`src/rtl/hv_dispatch_pkg.sv`:
```
// hv_dispatch_pkg: shared types for the bind command dispatcher.
// Holds the FSM state enum and the queued command bundle.
package hv_dispatch_pkg;

    localparam int HV_ADDR_WIDTH = 20;

    typedef enum logic [1:0] {
        S_IDLE      = 2'd0,
        S_WAIT_ACK  = 2'd1,
        S_WAIT_DONE = 2'd2
    } DispatchState_t;

    typedef struct packed {
        logic [HV_ADDR_WIDTH-1:0] vec_length;
        logic [HV_ADDR_WIDTH-1:0] hva;
        logic [HV_ADDR_WIDTH-1:0] hvb;
        logic [HV_ADDR_WIDTH-1:0] hvc;
    } BindCmd_t;

endpackage

```
`src/rtl/hv_cmd_fifo.sv`:
```
// hv_cmd_fifo: show-ahead synchronous FIFO of bind commands.
// Wrapping pointers; a separate count drives full/empty/level.
module hv_cmd_fifo
    import hv_dispatch_pkg::*;
#(
    parameter int FIFO_DEPTH = 4
) (
    input  logic                        clk,
    input  logic                        reset_n,
    input  logic                        push,
    input  BindCmd_t                    push_data,
    input  logic                        pop,
    output BindCmd_t                    head,
    output logic                        full,
    output logic                        empty,
    output logic [$clog2(FIFO_DEPTH):0] level
);

    localparam int PW = $clog2(FIFO_DEPTH);
    localparam int LW = PW + 1;

    BindCmd_t          mem [FIFO_DEPTH];
    logic     [PW-1:0] wr_ptr;
    logic     [PW-1:0] rd_ptr;
    logic     [LW-1:0] count;
    logic              do_push;
    logic              do_pop;

    assign do_push = push && !full;
    assign do_pop  = pop && !empty;
    assign full    = (count == LW'(FIFO_DEPTH));
    assign empty   = (count == '0);
    assign level   = count;
    assign head    = mem[rd_ptr];

    // Storage write; contents need no reset since count guards reads.
    always_ff @(posedge clk) begin
        if (do_push) begin
            mem[wr_ptr] <= push_data;
        end
    end

    // Pointer and occupancy tracking.
    always_ff @(posedge clk or negedge reset_n) begin
        if (!reset_n) begin
            wr_ptr <= '0;
            rd_ptr <= '0;
            count  <= '0;
        end else begin
            if (do_push) begin
                wr_ptr <= wr_ptr + 1'b1;
            end
            if (do_pop) begin
                rd_ptr <= rd_ptr + 1'b1;
            end
            unique case ({do_push, do_pop})
                2'b10:   count <= count + 1'b1;
                2'b01:   count <= count - 1'b1;
                default: count <= count;
            endcase
        end
    end

endmodule

```
`src/rtl/bind_command_dispatcher.sv`:
```
// bind_command_dispatcher: queues bind commands and issues them to the mapper.
// Optional per-command watchdog when DISPATCH_TIMEOUT_EN is defined.
module bind_command_dispatcher
    import hv_dispatch_pkg::*;
#(
    parameter int HV_ADDRESS_WIDTH = HV_ADDR_WIDTH,
    parameter int FIFO_DEPTH       = 4,
    parameter int TIMEOUT_CYCLES   = 65535
) (
    input  logic                        clk,
    input  logic                        reset_n,
    input  logic                        cmd_valid,
    output logic                        cmd_ready,
    input  logic [HV_ADDRESS_WIDTH-1:0] cmd_vec_length,
    input  logic [HV_ADDRESS_WIDTH-1:0] cmd_hva,
    input  logic [HV_ADDRESS_WIDTH-1:0] cmd_hvb,
    input  logic [HV_ADDRESS_WIDTH-1:0] cmd_hvc,
    output logic                        map_valid,
    output logic [HV_ADDRESS_WIDTH-1:0] map_vec_length,
    output logic [HV_ADDRESS_WIDTH-1:0] map_hva,
    output logic [HV_ADDRESS_WIDTH-1:0] map_hvb,
    output logic [HV_ADDRESS_WIDTH-1:0] map_hvc,
    input  logic                        map_done,
    output logic                        busy,
    output logic [$clog2(FIFO_DEPTH):0] fifo_level,
    output logic [15:0]                 completed_count
`ifdef DISPATCH_TIMEOUT_EN
    ,
    output logic                        timeout
`endif
);

    DispatchState_t state;
    DispatchState_t state_nxt;
    BindCmd_t       push_cmd;
    BindCmd_t       head;
    logic           fifo_full;
    logic           fifo_empty;
    logic           fifo_pop;
    logic           zero_len;
    logic           issue;
    logic           retire;
    logic           drop;
    logic           wd_expired;

    // Pack host operands into the queued command bundle.
    always_comb begin
        push_cmd            = '0;
        push_cmd.vec_length = HV_ADDR_WIDTH'(cmd_vec_length);
        push_cmd.hva        = HV_ADDR_WIDTH'(cmd_hva);
        push_cmd.hvb        = HV_ADDR_WIDTH'(cmd_hvb);
        push_cmd.hvc        = HV_ADDR_WIDTH'(cmd_hvc);
    end

    hv_cmd_fifo #(
        .FIFO_DEPTH (FIFO_DEPTH)
    ) u_fifo (
        .clk       (clk),
        .reset_n   (reset_n),
        .push      (cmd_valid),
        .push_data (push_cmd),
        .pop       (fifo_pop),
        .head      (head),
        .full      (fifo_full),
        .empty     (fifo_empty),
        .level     (fifo_level)
    );

    assign cmd_ready = !fifo_full;
    assign busy      = (state != S_IDLE) || !fifo_empty;
    assign zero_len  = (head.vec_length == '0);
    assign fifo_pop  = retire || drop;

`ifdef DISPATCH_TIMEOUT_EN
    localparam int WD_RAW = $clog2(TIMEOUT_CYCLES + 1);
    localparam int WD_W   = (WD_RAW > 16) ? WD_RAW : 16;

    logic [WD_W-1:0] wd_cnt;
    logic            timeout_q;

    assign wd_expired = (state != S_IDLE) &&
                        (wd_cnt == WD_W'(TIMEOUT_CYCLES - 1));
    assign timeout    = timeout_q;

    // Watchdog: restarts on issue, runs while a command is outstanding.
    always_ff @(posedge clk or negedge reset_n) begin
        if (!reset_n) begin
            wd_cnt    <= '0;
            timeout_q <= 1'b0;
        end else begin
            if (issue) begin
                wd_cnt <= '0;
            end else if (state != S_IDLE) begin
                wd_cnt <= wd_cnt + 1'b1;
            end
            if (drop) begin
                timeout_q <= 1'b1;
            end
        end
    end
`else
    logic unused_timeout_cfg;

    assign wd_expired         = 1'b0;
    assign unused_timeout_cfg = (TIMEOUT_CYCLES == 0);
`endif

    // FSM state register.
    always_ff @(posedge clk or negedge reset_n) begin
        if (!reset_n) begin
            state <= S_IDLE;
        end else begin
            state <= state_nxt;
        end
    end

    // FSM next-state: a completion seen with the watchdog still wins.
    always_comb begin
        state_nxt = state;
        unique case (state)
            S_IDLE: begin
                if (!fifo_empty && !zero_len && map_done) begin
                    state_nxt = S_WAIT_ACK;
                end
            end
            S_WAIT_ACK: begin
                if (wd_expired) begin
                    state_nxt = S_IDLE;
                end else if (!map_done) begin
                    state_nxt = S_WAIT_DONE;
                end
            end
            S_WAIT_DONE: begin
                if (map_done || wd_expired) begin
                    state_nxt = S_IDLE;
                end
            end
            default: state_nxt = S_IDLE;
        endcase
    end

    // FSM outputs: issue strobe, normal retire, watchdog drop.
    always_comb begin
        issue  = 1'b0;
        retire = 1'b0;
        drop   = 1'b0;
        unique case (state)
            S_IDLE: begin
                if (!fifo_empty) begin
                    if (zero_len) begin
                        retire = 1'b1;
                    end else if (map_done) begin
                        issue = 1'b1;
                    end
                end
            end
            S_WAIT_ACK: begin
                drop = wd_expired;
            end
            S_WAIT_DONE: begin
                if (map_done) begin
                    retire = 1'b1;
                end else begin
                    drop = wd_expired;
                end
            end
            default: begin
                issue = 1'b0;
            end
        endcase
    end

    // Mapper operand registers, one-cycle strobe and retire counter.
    always_ff @(posedge clk or negedge reset_n) begin
        if (!reset_n) begin
            map_valid       <= 1'b0;
            map_vec_length  <= '0;
            map_hva         <= '0;
            map_hvb         <= '0;
            map_hvc         <= '0;
            completed_count <= '0;
        end else begin
            map_valid <= issue;
            if (issue) begin
                map_vec_length <= HV_ADDRESS_WIDTH'(head.vec_length);
                map_hva        <= HV_ADDRESS_WIDTH'(head.hva);
                map_hvb        <= HV_ADDRESS_WIDTH'(head.hvb);
                map_hvc        <= HV_ADDRESS_WIDTH'(head.hvc);
            end
            if (retire) begin
                completed_count <= completed_count + 16'd1;
            end
        end
    end

endmodule

```
`config.mk`:
```
export PLATFORM = sky130hd
export DESIGN_NAME = bind_command_dispatcher
export DESIGN_NICKNAME = d
export VERILOG_FILES = /design/src/rtl/hv_dispatch_pkg.sv /design/src/rtl/hv_cmd_fifo.sv /design/src/rtl/bind_command_dispatcher.sv
export SDC_FILE = /design/constraint.sdc
export NUM_CORES = 1
export LEC_CHECK = 0
export CAP_MARGIN = 20
export CORE_ASPECT_RATIO = 1.5
export CORE_UTILIZATION = 45
export CTS_CLUSTER_DIAMETER = 50
export DETAILED_ROUTE_END_ITERATION = 12
export PLACE_DENSITY = 0.64
export SYNTH_ARGS = -nofsm -noshare
export SYNTH_HDL_FRONTEND = slang
export SYNTH_HIERARCHICAL = 1
export SYNTH_SLANG_ARGS = --single-unit
```
`constraint.sdc`:
```
create_clock -name clk -period 6.5 [get_ports clk]
set_clock_uncertainty 0.15 [all_clocks]
set_input_delay 0.65 -clock clk [delete_from_list [all_inputs] [get_ports clk]]
set_output_delay 0.65 -clock clk [all_outputs]
set_load 0.02 [all_outputs]
```
[Yosys cells after proc, flatten, opt, wreduce, memory -nomap -nowiden]
Memory sizes are Yosys's and may differ from the RTL's.
Cells that the tools add are included.
Storage, ports and cells
  flip-flop bits (word level): 106
  bits in latches: 0
  RAM bits: 320
  bits in read-only memories: 0
  output and inout bits: 102
  memories: 1
Memory list
  u_fifo.mem: words 4, width 80, read ports 1, clocked after memory_dff 0, write ports 1, line hv_cmd_fifo.sv:22  | BindCmd_t mem [FIFO_DEPTH];
Cells by class
  add/sub/neg operators: 5
  $mul: 0
  divide/modulo/power cells: 0
  $lt $le $gt $ge: 0
  equal/unequal tests: 8
  shift operators: 0
  multiplexer cells: 14
  bitwise operators: 0
  reduce and logical (&&, ||, !) cells: 14
Operators with widths (number)
  20-bit zero test: 1
  16-bit by 1-bit adder with 16-bit output, second input constant: 1
  1-bit two-way mux: 8
  2-bit two-way mux: 3
  2-bit != test, second input constant: 3
  2-bit one-hot mux with 3 select lines: 1
  3-bit one-hot mux with 2 select lines: 1
  2-bit by 1-bit adder with 2-bit output, second input constant: 2
  2-bit by 1-bit equality test with 1-bit output, second input constant: 2
  2-bit equality test, second input constant: 2
  1-bit logical AND: 4
  2-bit nonzero test: 2
  3-bit by 1-bit adder with 3-bit output, second input constant: 1
  3-bit equality test, second input constant: 1
  1-bit zero test: 3
  3-bit zero test: 1
  3-bit AND reduction: 1
  3-bit by 1-bit subtractor with 3-bit output, second input constant: 1
  2-bit zero test: 1
  1-bit one-hot mux with 2 select lines: 1
  1-bit logical OR: 1

[Longest topological paths before layout]
Gate-level depths: netlist of run 1.
An unclocked memory read counts as a cell.
  depth after elaboration: 8
  depth in mapped cells: 14
  mapped depth without buffers: 11

[By module]
Netlist of run 1, hierarchy kept.
By module, submodules not included
  hv_cmd_fifo: instances 1, cells an instance 455, area each 12052.8 um^2, sequential area each 9784.4 um^2
  bind_command_dispatcher: instances 1, cells an instance 262, area each 4351.7 um^2, sequential area each 2477.4 um^2

[Worst setup path after synthesis of run 1]
No wires, ideal clock.
  path type: reg2reg
  start point: register u_fifo.rd_ptr[0]
  end point: register u_fifo.count[2] (netlist: u_fifo/level[2])
  setup time: 0.080 ns
  data arrival time: 3.400 ns
  data required time: 6.270 ns
  slack: 2.870 ns
  cell stages (with the launch flop): 15
  buffers on the path: 3
  clock period less this slack: 3.630 ns
  cells stage by stage: dfrtp_1 -> buf_6 -> buf_12 -> mux4_2 -> or4_4 -> nor2_4 -> a31o_2 -> buf_4 -> o31a_1 -> ha_1 -> inv_1 -> fa_1 -> xor2_1 -> nor2_1 -> xor2_1
RTL lines
  start, declared: line hv_cmd_fifo.sv:24  | logic [PW-1:0] rd_ptr;
  start signal, assigned: line hv_cmd_fifo.sv:54  | rd_ptr <= rd_ptr + 1'b1;
  end signal, assigned: line hv_cmd_fifo.sv:57  | 2'b10: count <= count + 1'b1;
  end signal, assigned: line hv_cmd_fifo.sv:58  | 2'b01: count <= count - 1'b1;
  end signal, assigned: line hv_cmd_fifo.sv:59  | default: count <= count;
  end, declared: line hv_cmd_fifo.sv:25  | logic [LW-1:0] count;

==> results of run 1 <==
[worst paths after layout]
check | slack (ns) | to | cells past startpoint
min reg2reg | 0.33 | completed_count[15] | 1
min | -0.03 | map_hvc[9] | 1
max reg2reg | 2.21 | u_fifo/level[2] | 11
min in group clk | 0.33 | completed_count[15] | 1
max in group asynchronous | 4.85 | u_fifo/rd_ptr[1] | 2
max | 2.21 | u_fifo/level[2] | 11
[cell usage after synthesis (4+ instances only)]
master / count
and2_1: 4
mux2_2: 4
mux4_2: 79
nand2_1: 8
nor2_1: 7
inv_1: 10
xor2_1: 4
edfxtp_1: 320
buf_2: 9
dfrtp_1: 106
nand4_1: 8
ha_1: 6
mux2_4: 78
xnor2_1: 16
nor3_1: 4
buf_12: 16
[where the power goes]
group          switching [uW]  internal [uW]  total, uW
clock network             996           1410       2400
registers                 491           3700       4190
logic                    1290           1680       2980
total                    2780           6790       9570
[sequential cells by signal (all words and copies together), names as in the netlist]
| register | cells |
|---|---|
| map_valid | 1 |
| map_hva | 20 |
| u_fifo/rd_ptr | 2 |
| state | 2 |
| u_fifo/wr_ptr | 2 |
| completed_count | 16 |
| map_vec_length | 20 |
| map_hvc | 20 |
| u_fifo/mem | 320 |
| u_fifo/level | 3 |
| map_hvb | 20 |
[area by class of cell]
| class | instances | area [um2] | share of cell area |
|---|---|---|---|
| antenna | 2 | 5.005 | 0.0002509 |
| clock buffer | 59 | 1186 | 0.05946 |
| clock inverter | 17 | 203.9 | 0.01022 |
| inverter | 10 | 37.54 | 0.001882 |
| multi-input combinational | 253 | 3727 | 0.1868 |
| sequential | 426 | 12270 | 0.6150 |
| tap | 478 | 598.1 | 0.02998 |
| timing repair buffer | 193 | 1922 | 0.09634 |
[cells by family after synthesis]
family,Yosys count,synth area share
multiplexers,163,0.1848
flip-flops,426,0.7475
AND/OR/NAND/NOR,53,0.02059
XOR/XNOR,20,0.01068
adder cells (fa/ha/maj),7,0.005797
AO/OA/AOI/OAI,10,0.004729
buffers and inverters,38,0.02593
[metrics by stage]
step	instance area (um2)	hold WS (ns)	util	setup WS, ns
2_1_floorplan	16400	0.2044	-	2.870
3_3_place_gp	18550	0.3256	0.5162	2.186
3_5_place_dp	18550	0.3278	0.5162	2.137
4_1_cts	19940	0.008134	0.5548	2.111
5_1_grt	19950	0.01670	0.5549	1.941
6_report	19950	-0.02761	0.5550	2.214
[worst register-to-register path: cells and delay by family, from the launching register on]
kind / cells / cell delay [ns]
buffers and inverters: 1 / 0.06
and+or+nand+nor: 3 / 0.85
adders and majority gates: 2 / 0.57
DFF: 1 / 1.04
xor gates and xnor gates: 2 / 0.30
muxes: 1 / 0.63
AOI/OAI and AO/OA: 2 / 0.61
[layer usage]
metal  part of all wire  global-route usage  up-vias
met5            0.00088                   0        -
met1               0.38              0.2051     3864
li1                   -                   -     3311
met2               0.55              0.3077      165
met3              0.045             0.03234       54
met4              0.027             0.05825        4
==> metrics.md, run 1 <==
| Metric | Value |
|---|---|
| Peak fanout along the critical path | 45 |
| Effective utilization at floorplan | 0.4564 |
| FMAX | 0.2333 GHz |
| # H-tree levels | 2 |
| Port Buffers | 185 |
| Root Buffer | clkbuf_16 |
| Crit-path leading delay family | flip-flops |
| I/O pins | 186 |
| Req. time, crit path | 6.81 ns |
| Vias in the first global route | 7,784 |
| Core Box Area | 35,950 um2 |
| Setup crit start | u_fifo/rd_ptr[0] |
| Vias | 7,398 |
| Final setup vio count | 0 |
| TritonCTS clock tree | built |
| Syn_area_per_cell | 22.88 um2 |
| Slew Viols, Final | 0 |
| Hold-fix buffers at CTS | 0 |
| WS Path Type | reg -> reg |
| Clock transition at path regs | 0.07 ns |
| Synth cell types | 45 |
| Grt ovf | 0 |
| First drt pass iteration count | 4 |
| Setup crit end kind | register |
| Crit path time final | 4.286 ns |
| Slew HR | 0.3753 |
| PD cells | 479.5 nW/um2 |
| Most frequent cells in the layout | edfxtp_1, clkdlybuf4s50_1, dfrtp_1 |
| Worst min-delay path class | in -> async |
| WP data arrival | 4.60 ns |
| Final Non-Filler Cells | 1,438 |
| # clock sinks | 426 |
| DR iter-0 viols | 315 |
| Maxcap violations | 0 |
| #FFs+latches synth | 426 |
| Fin crit share | 0.6594 |
| WL per Instance | 21.29 um |
| Final Total Pwr | 9566 uW |
| Post-detail-place hpwl | 18,240 um |
| Area Growth Syn to Fin | 21.61% |
| CTS Buf Count | 41 |
| Placed Cells | 1,360 |
| Hold WS | -0.02761 ns |
| RSZ-0062 raised after global routing | no |
| Post-DRT Antenna Nets | 0 |
| Post-CTS Setup Bufs | 0 |
| VDD IR-drop max | 0.0002408 V |
| Worst skew pair latency | 0.54 ns |
| Post-synth ARST share | 0.2488 |
| Mapped Area | 16,400 um2 |
| Slowest stage delay, CP | 1.04 ns |
| Final WL | 30,610 um |
| CP dominant cell by count | xor2_1 |
| Leakage | 0.007099 uW |
| Gate Count Post-Synth | 717 |
| Clock buffer depth | 3 |
| Outcome | complete, but fails checks |
| DRC | 0 |
| First-pass GRT wire length | 46,650 um |
| Slowest-stage cell, CP | dfrtp_4 |
| CP startpoint kind | register |
| Vias per cell | 5.145 |
| Synth top area share | 0.5858 |
| Commonest non-fill, non-tap cell in the layout | edfxtp_1 |
| Area leader, netlist | edfxtp_1 |
| Dominant cells by area after synthesis | edfxtp_1, dfrtp_1, mux4_2 |
| Warnings from Yosys | 6 |
| Sum of negative setup slack | 0 ns |
| Sequential area share after synthesis | 0.7475 |
| Die area | 37,240 um2 |
| Die W | 157.9 um |
| Total global-route track usage | 0.1720 |
| Worst reg2reg startpoint | u_fifo/rd_ptr[0] |
| Syn Nets | 808 |
| Worst path cell trace | mux4_2 > or4_4 > nor2_4 > a31o_2 > o31a_1 > ha_1 > inv_1 > fa_1 > xor2_1 > nor2_1 > xor2_1 |
| Cell row count | 85 |
| Dominant synthesized flop cell | edfxtp_1 |
| RD Place Congestion | 0.7403 |
| Final Hold Viols | 5 |
| Die Ht | 235.8 um |
| Layout cells sized above 1 | 0.2630 |
| Largest net degree at the start of global routing | 65 |
| Post-CTS sizing | 0 |
| Initial antenna violation count | 4 |
| Total of fill cells in the finished design | 2,827 |
| Number of synthesized flops with an enable pin | 320 |
| Slew @ Worst Pin | 0.9371 ns |
| Layout net count | 1,016 |
| Worst path bufs/invs | 1 |
| Failing checks | hold timing |
Note: power is estimated with default switching activity, not from simulation.
==> inputs of run 2 (changes only) <==
Clock period 6.5 ns to 4.4 ns, I/O delays scaled along.
==> run 2 against run 1 <==
The run now ends clean. Via count up 1.6%. Sequential share of layout area down 0.27 points. Non-clock buffer count up 8. Critical path depth unchanged. Sequential power up 44%. Critical path type unchanged. Largest cell class unchanged. Highest routed layer unchanged.
==> metrics.md, run 2 (synthesized netlist as in run 1, its figures left out) <==
| Metric | Value |
|---|---|
| Outcome | completed |
| Worst path cell trace | mux4_2 > or4_4 > nor2_4 > a31o_2 > o31a_1 > ha_1 > inv_1 > fa_1 > xor2_1 > nor2_1 > xor2_1 |
| Clock buffer depth | 3 (unchanged) |
| Worst reg2reg startpoint | u_fifo/rd_ptr[0] |
| DR iter-0 viols | 376 (+19%) |
| R2R setup slack | 0.42 ns (-1.80 ns) |
| I/O pins | 186 (unchanged) |
| Die Ht | 235.8 um (unchanged) |
| FMAX | 0.2511 GHz (+7.6%) |
| Worst skew pair latency | 0.55 ns (about the same) |
| Commonest non-fill, non-tap cell in the layout | edfxtp_1 |
| Reg-to-reg endpoint | u_fifo/level[2] |
| Effective utilization at floorplan | 0.4564 (unchanged) |
| Fin crit share | 0.9052 (+0.2458) |
| Post-route design area | 20,040 um2 (+0.45%) |
| Final WL | 31,410 um (+2.6%) |
| Grt ovf | 0 (unchanged) |
| Leakage | 0.007155 uW (+0.78%) |
| Placed Cells | 1,367 (+0.51%) |
| Slew @ Worst Pin | 0.7532 ns (-0.1839 ns) |
| Most frequent cells in the layout | edfxtp_1, clkdlybuf4s50_1, dfrtp_1 |
| # clock sinks | 426 (unchanged) |
| DRC | 0 (unchanged) |
| R2R depth | 11 (unchanged) |
| Slowest-stage cell, CP | dfrtp_4 |
| Final Hold Viols | 0 (-5) |
| Max reg flops | 320 (unchanged) |
| WS Path Type | reg -> reg |
| Final Total Pwr | 14,170 uW (+48%) |
| Worst path bufs/invs | 1 (unchanged) |
| Final setup vio count | 0 (unchanged) |
| CP dominant cell by count | xor2_1 |
| Initial antenna violation count | 2 (-2) |
| WP data arrival | 4.31 ns (-0.29 ns) |
| Die area | 37,240 um2 (unchanged) |
| Die W | 157.9 um (unchanged) |
| Slew HR | 0.4979 (+0.1226) |
| Worst min-delay path class | in -> async |
| Clock transition at path regs | 0.07 ns (about the same) |
| RD Place Congestion | 0.7200 (-2.7%) |
| Register Area | 12,270 um2 (unchanged) |
| Cell row count | 85 (unchanged) |
| Area of the multi-input gates | 3727 um2 (unchanged) |
| First-pass GRT wire length | 47,690 um (+2.2%) |
| # H-tree levels | 2 (unchanged) |
| Setup crit end kind | register |
| Vias in the first global route | 8,091 (+3.9%) |
| Layout net count | 1,024 (+0.79%) |
| Post-DRT Antenna Nets | 0 (unchanged) |
| Vias per cell | 5.204 (+1.2%) |
| WL per Instance | 21.74 um (+2.1%) |
| Total global-route track usage | 0.1755 (+0.003495) |
| Slowest stage delay, CP | 0.74 ns (-0.30 ns) |
| Req. time, crit path | 4.72 ns (-2.09 ns) |
| Total of fill cells in the finished design | 2,824 (-0.11%) |
| Biggest register | u_fifo/mem |
| Crit path time final | 3.983 ns (-0.3035 ns) |
| CP startpoint kind | register |
| Root Buffer | clkbuf_16 |
| Post-CTS Setup Bufs | 0 (unchanged) |
| Peak fanout along the critical path | 26 (-42%) |
| VDD IR-drop max | 0.0004560 V (+89%) |
| Sum of negative setup slack | 0 ns (unchanged) |
| TritonCTS clock tree | built |
| Port Buffers | 185 (unchanged) |
| Core Box Area | 35,950 um2 (unchanged) |
| Layout cells sized above 1 | 0.2660 (+0.002998) |
| Largest net degree at the start of global routing | 47 (-28%) |
| First drt pass iteration count | 6 (+2) |
| Slew Viols, Final | 0 (unchanged) |
| RSZ-0062 raised after global routing | no |
| Crit-path leading delay family | simple AND/OR/NAND/NOR gates |
| Area Growth Syn to Fin | 22.15% |
| CTS Buf Count | 41 (unchanged) |
| Vias | 7,520 (+1.6%) |
| Final Non-Filler Cells | 1,445 (+0.49%) |
| Post-detail-place hpwl | 19,000 um (+4.2%) |
| Dpl cell area | 18,680 um2 (+0.69%) |
| Maxcap violations | 0 (unchanged) |
| PD cells | 707.3 nW/um2 (+48%) |
## run 2: cell types whose count changed in the layout (fill, tap and decap cells not counted), sizes merged
cell / before / now
clkinv: 5 / 13
buf: 9 / 16
clkinvlp: 6 / 3
inv: 13 / 15
clkbuf: 59 / 52
diode: 2 / 1
dlygate4sd3: 0 / 1
## run 2: layout make-up
class                   count  share of cell area
flip-flops and latches    426              0.6123
multi-input cells         253              0.1860
repair buffers            201              0.1028
clock buffers              52             0.05588
well taps                 478             0.02985
clock inverters            24             0.01118
inverters                  10            0.001873
diodes                      1           0.0001249
## run 2: what timing repair did
action,4_1_cts,5_1_grt
gates resized for setup,0,0
hold buffers,1,0
endpoints found under the hold margin,30,0
## run 2: per-stage QoR
stage          hold slack (ns)  utilization  setup WS, ns
3_3_place_gp            0.3014       0.5197        0.4577
6_report                0.2605       0.5574        0.4171
4_1_cts                 0.2491       0.5574        0.3616
5_1_grt                 0.2916       0.5574        0.1761
2_1_floorplan        -0.005591            -        0.7700
3_5_place_dp            0.3078       0.5197        0.3887
## run 2: worst max-delay path by stage
stage | from | to | slack (ns) | cells after the start
6_report | u_fifo/rd_ptr[0] | u_fifo/level[2] | 0.42 | 11
5_1_grt | u_fifo/rd_ptr[0] | u_fifo/level[2] | 0.18 | 11
4_1_cts | u_fifo/rd_ptr[0] | u_fifo/level[2] | 0.36 | 11
3_5_place_dp | u_fifo/rd_ptr[0] | u_fifo/level[2] | 0.39 | 11
3_3_place_gp | u_fifo/rd_ptr[0] | u_fifo/level[2] | 0.46 | 11
2_1_floorplan | u_fifo/rd_ptr[0] | u_fifo/level[2] | 0.77 | 14
## run 2: metal layers
layer  vias up  GRT usage  share of wire
met5         -          0        0.00035
met4         2    0.06061          0.026
met3        52    0.03362          0.041
met2       159     0.3138           0.54
met1      3981     0.2084           0.39
li1       3326          -              -
## run 2: worst register-to-register path, cell delays in order, from the launching register on
cell	delay, ns
dfrtp_4	0.74
mux4_2	0.59
or4_4	0.56
nor2_4	0.18
a31o_2	0.36
o31a_1	0.25
ha_1	0.20
inv_1	0.06
fa_1	0.37
xor2_1	0.15
nor2_1	0.12
xor2_1	0.18
## run 2: report_power, final
group	switching (uW)	internal [uW]	total [uW]	leakage [uW]
Combinational	2090	2550	4630	0.00230
Clock	1490	2000	3500	0.000651
Sequential	584	5460	6040	0.00420
Total	4160	10000	14200	0.00715
